--- config.mk ---
export PLATFORM = sky130hd
export DESIGN_NAME = eth_ctrl_sender
export DESIGN_NICKNAME = d
export VERILOG_FILES = /design/src/rtl/eth_ctrl_pkg.sv /design/src/rtl/eth_ctrl_watchdog.sv /design/src/rtl/eth_ctrl_sender.sv
export SDC_FILE = /design/constraint.sdc
export NUM_CORES = 1
export LEC_CHECK = 0
export BUFFER_PORTS_ARGS = -buffer_cell sky130_fd_sc_hd__buf_2
export CAP_MARGIN = 20
export CORE_MARGIN = 2
export CORE_UTILIZATION = 56
export DETAILED_ROUTE_END_ITERATION = 8
export PLACE_DENSITY_LB_ADDON = 0.25
export RECOVER_POWER = 25
export SLEW_MARGIN = 20
export SYNTH_ARGS = -nofsm -noshare
export SYNTH_HDL_FRONTEND = slang
export SYNTH_SLANG_ARGS = --single-unit
--- constraint.sdc ---
create_clock -name clk_125 -period 1.7 [get_ports clk_125]
set_input_delay 0.085 -clock clk_125 [delete_from_list [all_inputs] [get_ports clk_125]]
set_output_delay 0.085 -clock clk_125 [all_outputs]
set_load 0.01 [all_outputs]
--- src/rtl/eth_ctrl_pkg.sv ---
// Shared constants and state encoding for the Ethernet control-port sender.
package eth_ctrl_pkg;

    localparam int CTRL_NIBBLE_W = 4;
    localparam int CMD_COUNT_W   = 16;

    typedef logic [1:0] state_t;

    localparam state_t ST_IDLE = 2'd0;
    localparam state_t ST_CFG  = 2'd1;
    localparam state_t ST_SEND = 2'd2;
    localparam state_t ST_GAP  = 2'd3;

    // Bits needed to hold values 0..max_val, never less than one.
    function automatic int cnt_width(input int max_val);
        return (max_val < 2) ? 1 : $clog2(max_val + 1);
    endfunction

endpackage

--- src/rtl/eth_ctrl_watchdog.sv ---
// Stall watchdog for the nibble port: counts consecutive stalled cycles and
// flags expiry in the TIMEOUT-th one.
module eth_ctrl_watchdog
    import eth_ctrl_pkg::*;
#(
    parameter int TIMEOUT = 1024
) (
    input  logic clk_125,
    input  logic sys_rst_n,
    input  logic clear,
    input  logic enable,
    output logic expired
);

    localparam int CW = cnt_width(TIMEOUT - 1);
    localparam logic [CW-1:0] TERM = CW'(TIMEOUT - 1);

    // count holds completed stall cycles, so the current one is count+1
    logic [CW-1:0] count;

    always_ff @(posedge clk_125 or negedge sys_rst_n) begin
        if (!sys_rst_n) begin
            count <= '0;
        end else if (clear) begin
            count <= '0;
        end else if (enable && count != TERM) begin
            count <= count + 1'b1;
        end
    end

    assign expired = enable && (count == TERM);

endmodule

--- src/rtl/eth_ctrl_sender.sv ---
// Serializes fabric command words onto the 4-bit control port, MS nibble
// first, and issues start_config pulses on request.
//
// state | meaning
// IDLE  | waiting; cmd_ready high unless a config pulse is pending
// CFG   | start_config held high for START_PULSE cycles
// SEND  | nibbles offered on control_data with control_valid
// GAP   | control_valid low for GAP_CYCLES before returning to IDLE
module eth_ctrl_sender
    import eth_ctrl_pkg::*;
#(
    parameter int CMD_NIBBLES = 4,
    parameter int GAP_CYCLES  = 2,
    parameter int START_PULSE = 4,
    parameter int TIMEOUT     = 1024
) (
    input  logic                            clk_125,
    input  logic                            sys_rst_n,
    input  logic [CTRL_NIBBLE_W*CMD_NIBBLES-1:0] cmd_data,
    input  logic                            cmd_valid,
    output logic                            cmd_ready,
    input  logic                            cfg_req,
    output logic                            start_config,
    output logic [CTRL_NIBBLE_W-1:0]        control_data,
    output logic                            control_valid,
    input  logic                            control_ready,
    output logic                            busy,
    output logic                            timeout_err,
    output logic [CMD_COUNT_W-1:0]          cmd_count
);

    localparam int CMD_W   = CTRL_NIBBLE_W * CMD_NIBBLES;
    localparam int NW      = cnt_width(CMD_NIBBLES - 1);
    localparam int TMR_MAX = ((START_PULSE > GAP_CYCLES) ? START_PULSE : GAP_CYCLES) - 1;
    localparam int TW      = cnt_width(TMR_MAX);

    localparam logic [NW-1:0] NIB_LOAD   = NW'(CMD_NIBBLES - 1);
    localparam logic [TW-1:0] PULSE_LOAD = TW'(START_PULSE - 1);
    localparam logic [TW-1:0] GAP_LOAD   = TW'((GAP_CYCLES > 0) ? GAP_CYCLES - 1 : 0);
    localparam state_t        ST_AFTER   = (GAP_CYCLES == 0) ? ST_IDLE : ST_GAP;

    state_t           state;
    state_t           state_nxt;
    logic             cfg_pend;
    logic             cfg_pend_nxt;
    logic [CMD_W-1:0] shreg;
    logic [NW-1:0]    nib_left;
    logic [TW-1:0]    tmr;
    logic             nib_hs;
    logic             last_hs;
    logic             wd_enable;
    logic             wd_expired;

    assign nib_hs    = control_valid && control_ready;
    assign last_hs   = nib_hs && (nib_left == '0);
    assign wd_enable = control_valid && !control_ready;

    eth_ctrl_watchdog #(
        .TIMEOUT (TIMEOUT)
    ) u_watchdog (
        .clk_125   (clk_125),
        .sys_rst_n (sys_rst_n),
        .clear     (!wd_enable),
        .enable    (wd_enable),
        .expired   (wd_expired)
    );

    always_comb begin
        state_nxt = state;
        case (state)
            ST_IDLE: begin
                if (cfg_pend) begin
                    state_nxt = ST_CFG;
                end else if (cmd_valid && cmd_ready) begin
                    state_nxt = ST_SEND;
                end
            end
            ST_CFG: begin
                if (tmr == '0) begin
                    state_nxt = ST_IDLE;
                end
            end
            ST_SEND: begin
                if (wd_expired || last_hs) begin
                    state_nxt = ST_AFTER;
                end
            end
            ST_GAP: begin
                if (tmr == '0) begin
                    state_nxt = ST_IDLE;
                end
            end
            default: state_nxt = ST_IDLE;
        endcase
    end

    // A request arriving on the very edge that ends CFG still wins.
    assign cfg_pend_nxt = cfg_req ||
                          (cfg_pend && !(state == ST_CFG && state_nxt == ST_IDLE));

    always_ff @(posedge clk_125 or negedge sys_rst_n) begin
        if (!sys_rst_n) begin
            state         <= ST_IDLE;
            cfg_pend      <= 1'b0;
            cmd_ready     <= 1'b0;
            start_config  <= 1'b0;
            control_data  <= '0;
            control_valid <= 1'b0;
            busy          <= 1'b0;
            timeout_err   <= 1'b0;
            cmd_count     <= '0;
            shreg         <= '0;
            nib_left      <= '0;
            tmr           <= '0;
        end else begin
            state     <= state_nxt;
            cfg_pend  <= cfg_pend_nxt;
            busy      <= (state_nxt != ST_IDLE);
            cmd_ready <= (state_nxt == ST_IDLE) && !cfg_pend_nxt;

            case (state)
                ST_IDLE: begin
                    if (cfg_pend) begin
                        start_config <= 1'b1;
                        tmr          <= PULSE_LOAD;
                    end else if (cmd_valid && cmd_ready) begin
                        control_data  <= cmd_data[CMD_W-1 -: CTRL_NIBBLE_W];
                        shreg         <= cmd_data << CTRL_NIBBLE_W;
                        nib_left      <= NIB_LOAD;
                        control_valid <= 1'b1;
                        timeout_err   <= 1'b0;
                    end
                end
                ST_CFG: begin
                    if (tmr == '0) begin
                        start_config <= 1'b0;
                    end else begin
                        tmr <= tmr - 1'b1;
                    end
                end
                ST_SEND: begin
                    if (wd_expired) begin
                        control_valid <= 1'b0;
                        timeout_err   <= 1'b1;
                        tmr           <= GAP_LOAD;
                    end else if (last_hs) begin
                        control_valid <= 1'b0;
                        cmd_count     <= cmd_count + 1'b1;
                        tmr           <= GAP_LOAD;
                    end else if (nib_hs) begin
                        control_data <= shreg[CMD_W-1 -: CTRL_NIBBLE_W];
                        shreg        <= shreg << CTRL_NIBBLE_W;
                        nib_left     <= nib_left - 1'b1;
                    end
                end
                ST_GAP: begin
                    if (tmr != '0) begin
                        tmr <= tmr - 1'b1;
                    end
                end
                default: begin
                    control_valid <= 1'b0;
                    start_config  <= 1'b0;
                end
            endcase
        end
    end

endmodule

Word-level counts from Yosys, hierarchy flattened
Cells that the tools add are included.

operators by class
  add/subtract/negate cells = 4
  eq/ne operators = 17
  reduce and logical (&&, ||, !) cells = 29
  bitwise gates (word level) = 1
  multiplexer cells = 43

operators by type and width
  cell                     count
  $mux W16                 5
  $pmux W16 S2             1
  $mux W2                  14
  $ne A2 B2 Y1 const B     11
  $mux W10                 2
  $mux W4                  5
  $add A16 B1 Y16 const B  1
  $reduce_and A4 Y1        3
  $add A10 B1 Y10 const B  1
  $eq A10 B10 Y1 const B   1
  $ne A10 B10 Y1 const B   1
  $logic_and A1 B1 Y1      9
  $mux W1                  9
  $logic_not A2 Y1         4
  $pmux W2 S4              1
  $pmux W4 S2              1
  $reduce_bool A2 Y1       4
  $pmux W1 S2              3
  $pmux W2 S3              1
  $reduce_and A3 Y1        2
  $reduce_and A6 Y1        1
  $eq A2 B2 Y1 const B     2
  $pmux W2 S2              1
  $sub A2 B1 Y2 const B    2
  other kinds (6)          9

storage, ports and cells
  input port bits = 21
  flip-flop bits (word level) = 58
  output and inout port bits = 25

Logic depth before layout (Yosys ltp)
Gate-level depths: netlist of the first run.

  depth after elaboration = 13
  gate-level depth with buffers = 7

Cells and area by module
A second synthesis of the first run with hierarchy kept.

unflattened totals
  cells, all modules = 243
  area, all modules = 2793.9 um2

modules (own cells, without submodules)
  module             times used  sequential area each (um2)  area each (um2)  cells each
  eth_ctrl_sender    1           1101.1                      2143.3           172
  eth_ctrl_watchdog  1           250.2                       650.6            71

Worst setup path after synthesis of the first run
Ideal clock, no wire load.

  path type = register to register
  start = register nib_left[0]
  end = register control_data[2]
  setup time = 130 ps
  slack = 195 ps
  data arrival time = 1375 ps
  cell stages (with the launch flop) = 7
  cell sequence = dfrtp_1 inv_1 ha_1 nand4b_1 a21oi_4 buf_4 a31oi_2

between the ends
  longest elaborated chain between the ends = 4

RTL lines
  what                         line                    RTL
  start: declaration           eth_ctrl_sender.sv:47   logic [NW-1:0] nib_left;
  start signal: assignment     eth_ctrl_sender.sv:153  nib_left <= nib_left - 1'b1;
  $logic_not A2 Y1             eth_ctrl_sender.sv:55   assign last_hs = nib_hs && (nib_left == '0);
  $logic_and A1 B1 Y1          eth_ctrl_sender.sv:55
  $ne A2 B2 Y1 (no line)       n/a
  $reduce_and A6 Y1 (no line)  n/a
  end signal: assignment       eth_ctrl_sender.sv:127  control_data <= cmd_data[CMD_W-1 -: CTRL_NIBBLE_W];
  end signal: assignment       eth_ctrl_sender.sv:151  control_data <= shreg[CMD_W-1 -: CTRL_NIBBLE_W];
  end: declaration             eth_ctrl_sender.sv:24   output logic [CTRL_NIBBLE_W-1:0] control_data,

Every way passes these cells.
A chain may end at the register's enable or synchronous reset.

Final worst setup path of the first run
  start = register nib_left[0]
  end = register nib_left[1]

between the ends
  longest elaborated chain between the ends = 5
  elaborated cells on any way between the ends = 9
  those cells by class = 1 x add/sub; 1 x eq/ne; 4 x mux; 3 x reduce/logical

RTL lines
  what           line                    RTL
  $sub A2 B1 Y2  eth_ctrl_sender.sv:153
  $mux W2        eth_ctrl_sender.sv:150  end else if (nib_hs) begin
  $mux W2        eth_ctrl_sender.sv:146  end else if (last_hs) begin
  $mux W2        eth_ctrl_sender.sv:142  if (wd_expired) begin
  $pmux W2 S2    eth_ctrl_sender.sv:121  case (state)

Parallel ways exist; a longest one is shown, timed or not. The select of a mux whose other input is x is not followed.

==> metrics.cfg, run 1 <==
[synthesis]
synthCells = 256
async_flop_share_pct = 100.0
synth-seq-area-share_pct = 50.63
synth-edff-count = 0
synth_fp_nets = 281
yosys_warnings = 0
synth_area_um2 = 2669
avgSynthCellArea_um2 = 10.43
ys_seq_elements = 54
synth_top_flop_cell = dfrtp_1
synth_cell_type_count = 49

[sta]
min_period_ps = 1576
rsz0062_at_grt = no
layout_setup_ws_ps = 124.1
finalMaxSlewViolations = 0
post-route-period-util_pct = 92.70
fmax_mhz = 634.6
fin_setup_tns_ps = 0
max-slew-margin-rel_pct = 57.63
setup_viol = 0
hold_viol_final = 0
fin_skew_ps = 6.164
tightest_slew_ps = 635.5

[power]
power.density_nw_per_um2 = 1008
finalPower_mw = 3.190
ir_drop_mv = 0.6368
p_leak_nw = 1.492

[route]
drt_iter0_markers = 113
num_vias = 2031
vias_per_cell = 5.474
postRouteAntennaNets = 0
wl_mm = 5.032
wire_per_inst_um = 13.56
dr.pass1.iters = 4
drc_errors = 0

[floorplan]
top_level_ports = 46
fp.dieH_um = 73.04
core_area_um2 = 4661
start_util_pct = 57.26
fp-row-count = 25
die_w_um = 73.04
die_area_um2 = 5334

[hold_path]
hp-start = cmd_data[12]
min_path_cells = 3
min_path_type = input pin to flop
hold_end = control_data[0]$_DFFE_PN0P_

[layout]
layout-drive-gt1-share_pct = 24.29
final_cell_mix = dfrtp_1, nand2_1, buf_2, nor2_1, o21ai_0
seqCellArea_um2 = 1351
multi_input_area_um2 = 1229
final_common_cell = dfrtp_1
final_area_um2 = 3164
num_antenna_cells = 0
area_growth_pct = 18.57
num-fill-cells = 377
final_nets = 341

[run]
drv_cap = 0

[setup_path]
r2r_cells = 7
r2r-start = nib_left[0]$_DFFE_PN0P_
worstPathRequired_ps = 1920
r2r_slack_ps = 120
cp.arrival_ps = 1800
r2r-end = nib_left[1]$_DFFE_PN0P_
end_kind = flop
cp-start-kind = flop
worstSetupPathType = flop to flop
worstPathMaxFanout = 26

[cts]
cts_root_buf = clkbuf_8
cts_tree = yes
h-tree-depth = 2
path_clk_slew_ps = 90
clkSinkCount = 54
ctsResizeCount = 0
cts_buffers = 5
cts_buffer_depth = 2
clkLatencyLatePin_ps = 310

[grt]
grt_util_all_layers_pct = 20.58
grt_max_degree = 31
overflow = 0
antenna_found_initial = 0
grt_pass1_vias = 1858
grt_pass1_wl_mm = 8.500

[placement]
place_congestion = 0.7601
hpwl_mm = 3.686
pre_cts_ws_ps = 127.3
port_buffers = 45
place_area_um2 = 3007

[outcome]
status = complete, no violations

-- metal layers --
metal | vias to the layer above | share of wire (%) | GRT usage [%]
li1 | 1024 | - | -
met1 | 955 | 46 | 27.76
met2 | 44 | 48 | 32.33
met3 | 8 | 4.0 | 4.696
met4 | 0 | 1.9 | 7.819
met5 | - | 0 | 0
-- through the flow --
step | hold slack, ps | util (%) | std cells
floorplan | -210.6 | - | 256
global placement | 118.7 | 64.51 | 357
detailed placement | 121.7 | 64.51 | 357
CTS | 15.84 | 68.13 | 371
global route | 19.51 | 67.89 | 371
finish | 23.05 | 67.89 | 371
-- logic make-up after synthesis --
family	Yosys count	synth area share, %
XOR/XNOR	17	5.579
adder cells (fa/ha/maj)	4	1.875
AO/OA/AOI/OAI	49	14.67
multiplexers	2	0.7970
buffers and inverters	18	3.328
AND/OR/NAND/NOR	112	23.11
flip-flops	54	50.63
-- registers in the layout, summed over array words and instances (netlist names) --
signal and flops:
cmd_count 16, shreg 12, u_watchdog.count 10, control_data 4
nib_left 2, state 2, tmr 2, busy 1
cfg_pend 1, cmd_ready 1, control_valid 1, start_config 1
timeout_err 1
-- worst max-delay path by stage --
| stage | startpoint | endpoint | slack [ps] | cells after the start |
|---|---|---|---|---|
| floorplan | nib_left[0]$_DFFE_PN0P_ | control_data[2]$_DFFE_PN0P_ | 200 | 6 |
| global placement | nib_left[0]$_DFFE_PN0P_ | nib_left[1]$_DFFE_PN0P_ | 200 | 7 |
| detailed placement | nib_left[0]$_DFFE_PN0P_ | nib_left[1]$_DFFE_PN0P_ | 130 | 7 |
| CTS | nib_left[0]$_DFFE_PN0P_ | nib_left[1]$_DFFE_PN0P_ | 110 | 7 |
| global route | nib_left[0]$_DFFE_PN0P_ | nib_left[1]$_DFFE_PN0P_ | 20 | 7 |
| finish | nib_left[0]$_DFFE_PN0P_ | nib_left[1]$_DFFE_PN0P_ | 120 | 7 |
-- critical path, stage by stage, from the launching register on --
cell and delay [ps]:
dfrtp_1 350, inv_1 60, ha_1 210, nand4b_1 240, a21oi_4 240, buf_12 190, nor2_1 50, a41oi_1 150
-- power by group --
part	internal, mW	switching (mW)	leakage [nW]
registers	1.50	0.158	0.712
clock network	0.434	0.407	0.0579
logic	0.330	0.358	0.723
total	2.27	0.923	1.49
-- area by class of cell --
class / instances / share of cell area, %
clock buffer: 5 / 2.175
clock inverter: 3 / 1.265
inverter: 11 / 1.305
multi-input combinational: 184 / 38.83
sequential: 54 / 42.70
tap: 54 / 2.135
timing repair buffer: 60 / 11.59
-- cells in the mapped netlist (2+ instances only) --
library cell / instances / area share, %
xor2_1: 8 / 2.6
nand2b_1: 3 / 0.70
ha_1: 4 / 1.9
nand2_1: 39 / 5.5
o21ai_0: 13 / 2.4
and3_1: 5 / 1.2
nand4b_1: 2 / 0.66
nor3_2: 4 / 1.5
nand3_1: 11 / 2.1
a31oi_1: 5 / 1.2
nand3_4: 2 / 1.3
nor2b_1: 3 / 0.70
nor2_1: 23 / 3.2
a21oi_1: 8 / 1.5
buf_2: 2 / 0.38
a31oi_2: 8 / 3.8
nand4_1: 4 / 0.94
buf_4: 3 / 0.84
dfrtp_1: 54 / 51
a22o_1: 4 / 1.3
or3_1: 2 / 0.47
xnor2_1: 9 / 3.0
and4_1: 5 / 1.6
inv_1: 10 / 1.4
-- timing repair --
item                                   CTS  global route
endpoints found under the hold margin   30             0
hold buffers                             6             0
buffers inserted                         0             0
setup endpoints to repair                0             0
No activity file was read; power rests on OpenSTA's default activity.
==> run 2: changes to the inputs <==
Settings changed: ABC_AREA from default to 1, SETUP_SLACK_MARGIN from default to 0.3.
==> metrics.cfg, run 2 <==
[setup_path]
worstPathMaxFanout = 7  ; -73%
path_depth = 9  ; +2
r2r_cells = 9  ; +2
critPathBufInv = 4  ; +2
cp_top_family = buffers and inverters
critical_path.slowest_cell = dfrtp_1
worstSetupPathType = flop to flop
max_stage_delay_ps = 360  ; about the same
cp.arrival_ps = 1610  ; -190 ps
worstPathRequired_ps = 1900  ; -20 ps
cp-start-kind = flop
cp_cell_sequence = inv_2, ha_4, nand3_4, inv_4, nand2_8, clkinvlp_4, buf_6, nand2_2, o21ai_2
end_kind = flop

[sta]
hold_viol_final = 0  ; unchanged
tightest_slew_ps = 737.5  ; +102.0 ps
min_period_ps = 1412  ; -163.7 ps
fin_skew_ps = 5.420  ; -0.7436 ps
fin_setup_tns_ps = 0  ; unchanged
setup_viol = 0  ; unchanged
post-route-period-util_pct = 83.07  ; -9.6 points
layout_setup_ws_ps = 287.9  ; +163.7 ps
fmax_mhz = 708.2  ; +12%
rsz0062_at_grt = yes
max-slew-margin-rel_pct = 50.83  ; -6.8 points
finalMaxSlewViolations = 0  ; unchanged

[hold_path]
min_path_cells = 5  ; +2
min_path_type = input pin to flop

[synthesis]
synth.top_cells.by_count = nand2_1, dfrtp_1, inv_1, o21ai_0, nor2_1
synth_cell_type_count = 32  ; -35%
synthCells = 347  ; +36%
synth_largest_area_cell = dfrtp_1
synth_compound_area_share_pct = 11.41  ; -3.3 points
synth_most_common_cell = nand2_1
synth-simple-area-share_pct = 27.87  ; +4.8 points
yosys_warnings = 0  ; unchanged
synth_adder_area_share_pct = 1.742  ; -0.13 points
yosys.area.top_type_share_pct = 47.04  ; -3.6 points
synthTopCellsByArea = dfrtp_1, nand2_1, inv_1
synth_fp_nets = 372  ; +32%
synth_top_flop_cell = dfrtp_1
synth-seq-area-share_pct = 47.04  ; -3.6 points
ys_seq_elements = 54  ; unchanged
synthXorXnorAreaFrac_pct = 3.963  ; -1.6 points
synth-edff-count = 0  ; unchanged
synthMuxAreaShare_pct = 0  ; -0.80 points
synth_area_um2 = 2873  ; +7.6%
async_flop_share_pct = 100.0  ; unchanged
synth_top_family_by_area = simple AND/OR/NAND/NOR gates
avgSynthCellArea_um2 = 8.279  ; -21%

[cts]
clkLatencyLatePin_ps = 300  ; about the same
h-tree-depth = 2  ; unchanged
cts_buffer_depth = 2  ; unchanged
path_clk_slew_ps = 100  ; about the same
cts_tree = yes
cts_root_buf = clkbuf_8
clkSinkCount = 54  ; unchanged
cts_buffers = 5  ; unchanged

[grt]
grt_pass1_wl_mm = 10.12  ; +19%
grt_pass1_vias = 2434  ; +31%
overflow = 0  ; unchanged
grt_util_all_layers_pct = 23.12  ; +2.5 points
grt_max_degree = 55  ; +77%
antenna_found_initial = 0  ; unchanged

[power]
p_leak_nw = 1.860  ; +25%
comb_power_share_pct = 38.7  ; +17 points
p_int_mw = 2.769  ; +22%
seqPwrFrac_pct = 41.1  ; -11 points
p_sw_mw = 1.487  ; +61%
clkPwrFrac_pct = 20.1  ; -6.3 points
ir_drop_mv = 0.8423  ; +32%
swShare_pct = 34.94  ; +6.0 points
power.density_nw_per_um2 = 1121  ; +11%

[route]
vias_per_cell = 5.088  ; -7.1%
postRouteAntennaNets = 0  ; unchanged
wire_per_inst_um = 13.27  ; -2.2%
wl_mm = 6.609  ; +31%
dr.pass1.iters = 4  ; unchanged
drt_iter0_markers = 161  ; +42%
drc_errors = 0  ; unchanged
num_vias = 2534  ; +25%

[floorplan]
fp.dieH_um = 75.63  ; +3.5%
core_area_um2 = 5042  ; +8.2%
start_util_pct = 56.97  ; -0.29 points
top_level_ports = 46  ; unchanged
fp-row-count = 26  ; +4.0%
die_w_um = 75.63  ; +3.5%
die_area_um2 = 5719  ; +7.2%

[outcome]
status = complete, no violations

[placement]
pre_cts_ws_ps = 152.5  ; +25.22 ps
port_buffers = 45  ; unchanged
hpwl_mm = 4.000  ; +8.5%
place_congestion = 0.9135  ; +20%

[layout]
largest_reg_flops = 16  ; unchanged
final_common_cell = nand2_1
num_antenna_cells = 0  ; unchanged
layout-drive-gt1-share_pct = 36.92  ; +13 points
top_regs = cmd_count x16, shreg x12, u_watchdog.count x10
regMostFlops = cmd_count
final_cell_mix = nand2_1, dfrtp_1, buf_2, inv_1, o21ai_0
area_growth_pct = 32.19
final_nets = 452  ; +33%

[run]
drv_cap = 0  ; unchanged

## run 2: worst register-to-register path: cells and delay by family, from the launching register on
| kind | cells | cell delay (ps) |
|---|---|---|
| buffers and inverters | 4 | 480 |
| flip-flops | 1 | 360 |
| AND/OR/NAND/NOR | 3 | 270 |
| adder cells (fa/ha/maj) | 1 | 160 |
| AO/OA/AOI/OAI | 1 | 40 |
## run 2: kinds of logic (layout without fill, tap and decap cells)
| logic type | Yosys count | count (layout) |
|---|---|---|
| xor+xnor | 13 | 13 |
| buf+inv | 56 | 137 |
| simple gates | 169 | 169 |
| compound gates | 51 | 51 |
| flops | 54 | 54 |
| fa+ha+maj | 4 | 4 |
## run 2: cell type report
cell class / count / area [um2]
flip-flops and latches: 54 / 1356
fillers: 352 / 1245
multi-input cells: 237 / 1474
inverters: 51 / 200.2
clock buffers: 5 / 68.82
repair buffers: 78 / 570.5
clock inverters: 3 / 40.04
well taps: 70 / 87.58
## run 2: routing by layer
layer	GRT usage [%]	up-vias	part of all wire, %
met2	41.45	68	55
met4	7.797	0	1.3
met1	28.25	1204	40
met5	0	-	0
li1	-	1253	-
met3	3.836	9	4.0
## run 2: stage by stage
step           power, mW  util (%)  instances  cell area, um2  hold WS (ps)
3_3_place_gp       2.940     64.02        464            3228         104.7
6_report           4.257     75.31        498            3797         97.07
3_5_place_dp       2.978     64.02        464            3228         104.1
2_1_floorplan      2.614         -        347            2873        -210.6
5_1_grt            4.541     75.31        498            3797         128.4
4_1_cts            4.032     71.14        493            3587         84.29
## run 2: worst paths after layout
path	from	slack, ps	endpoint
worst max register to register	nib_left[0]$_DFFE_PN0P_	290	cmd_count[10]$_DFFE_PN0P_
max in group asynchronous	sys_rst_n	700	cmd_count[2]$_DFFE_PN0P_
worst min register to register	tmr[1]$_DFFE_PN0P_	490	tmr[1]$_DFFE_PN0P_
worst min-delay path	cmd_data[13]	100	control_data[1]$_DFFE_PN0P_
worst max-delay path	nib_left[0]$_DFFE_PN0P_	290	cmd_count[10]$_DFFE_PN0P_
min in group asynchronous	sys_rst_n	490	u_watchdog.count[6]$_DFFE_PN0P_
## run 2: power groups by stage
| stage | Combinational [mW] | Sequential, mW | Clock (mW) |
|---|---|---|---|
| finish | 1.65 | 1.75 | 0.857 |
| floorplan | 0.817 | 1.80 | 0 |
| detailed placement | 1.22 | 1.76 | 0 |
| CTS | 1.42 | 1.74 | 0.868 |
| global placement | 1.19 | 1.75 | 0 |
| global route | 1.84 | 1.79 | 0.916 |
## run 2: repair_timing
action / 4_1_cts / 5_1_grt
gates resized for setup: 14 / 61
setup buffers: 14 / 4
hold endpoints to repair: 59 / 0
gates cloned: 1 / 1
setup endpoints to repair: 39 / 42
pin swaps: 5 / 14
hold buffers: 6 / 0
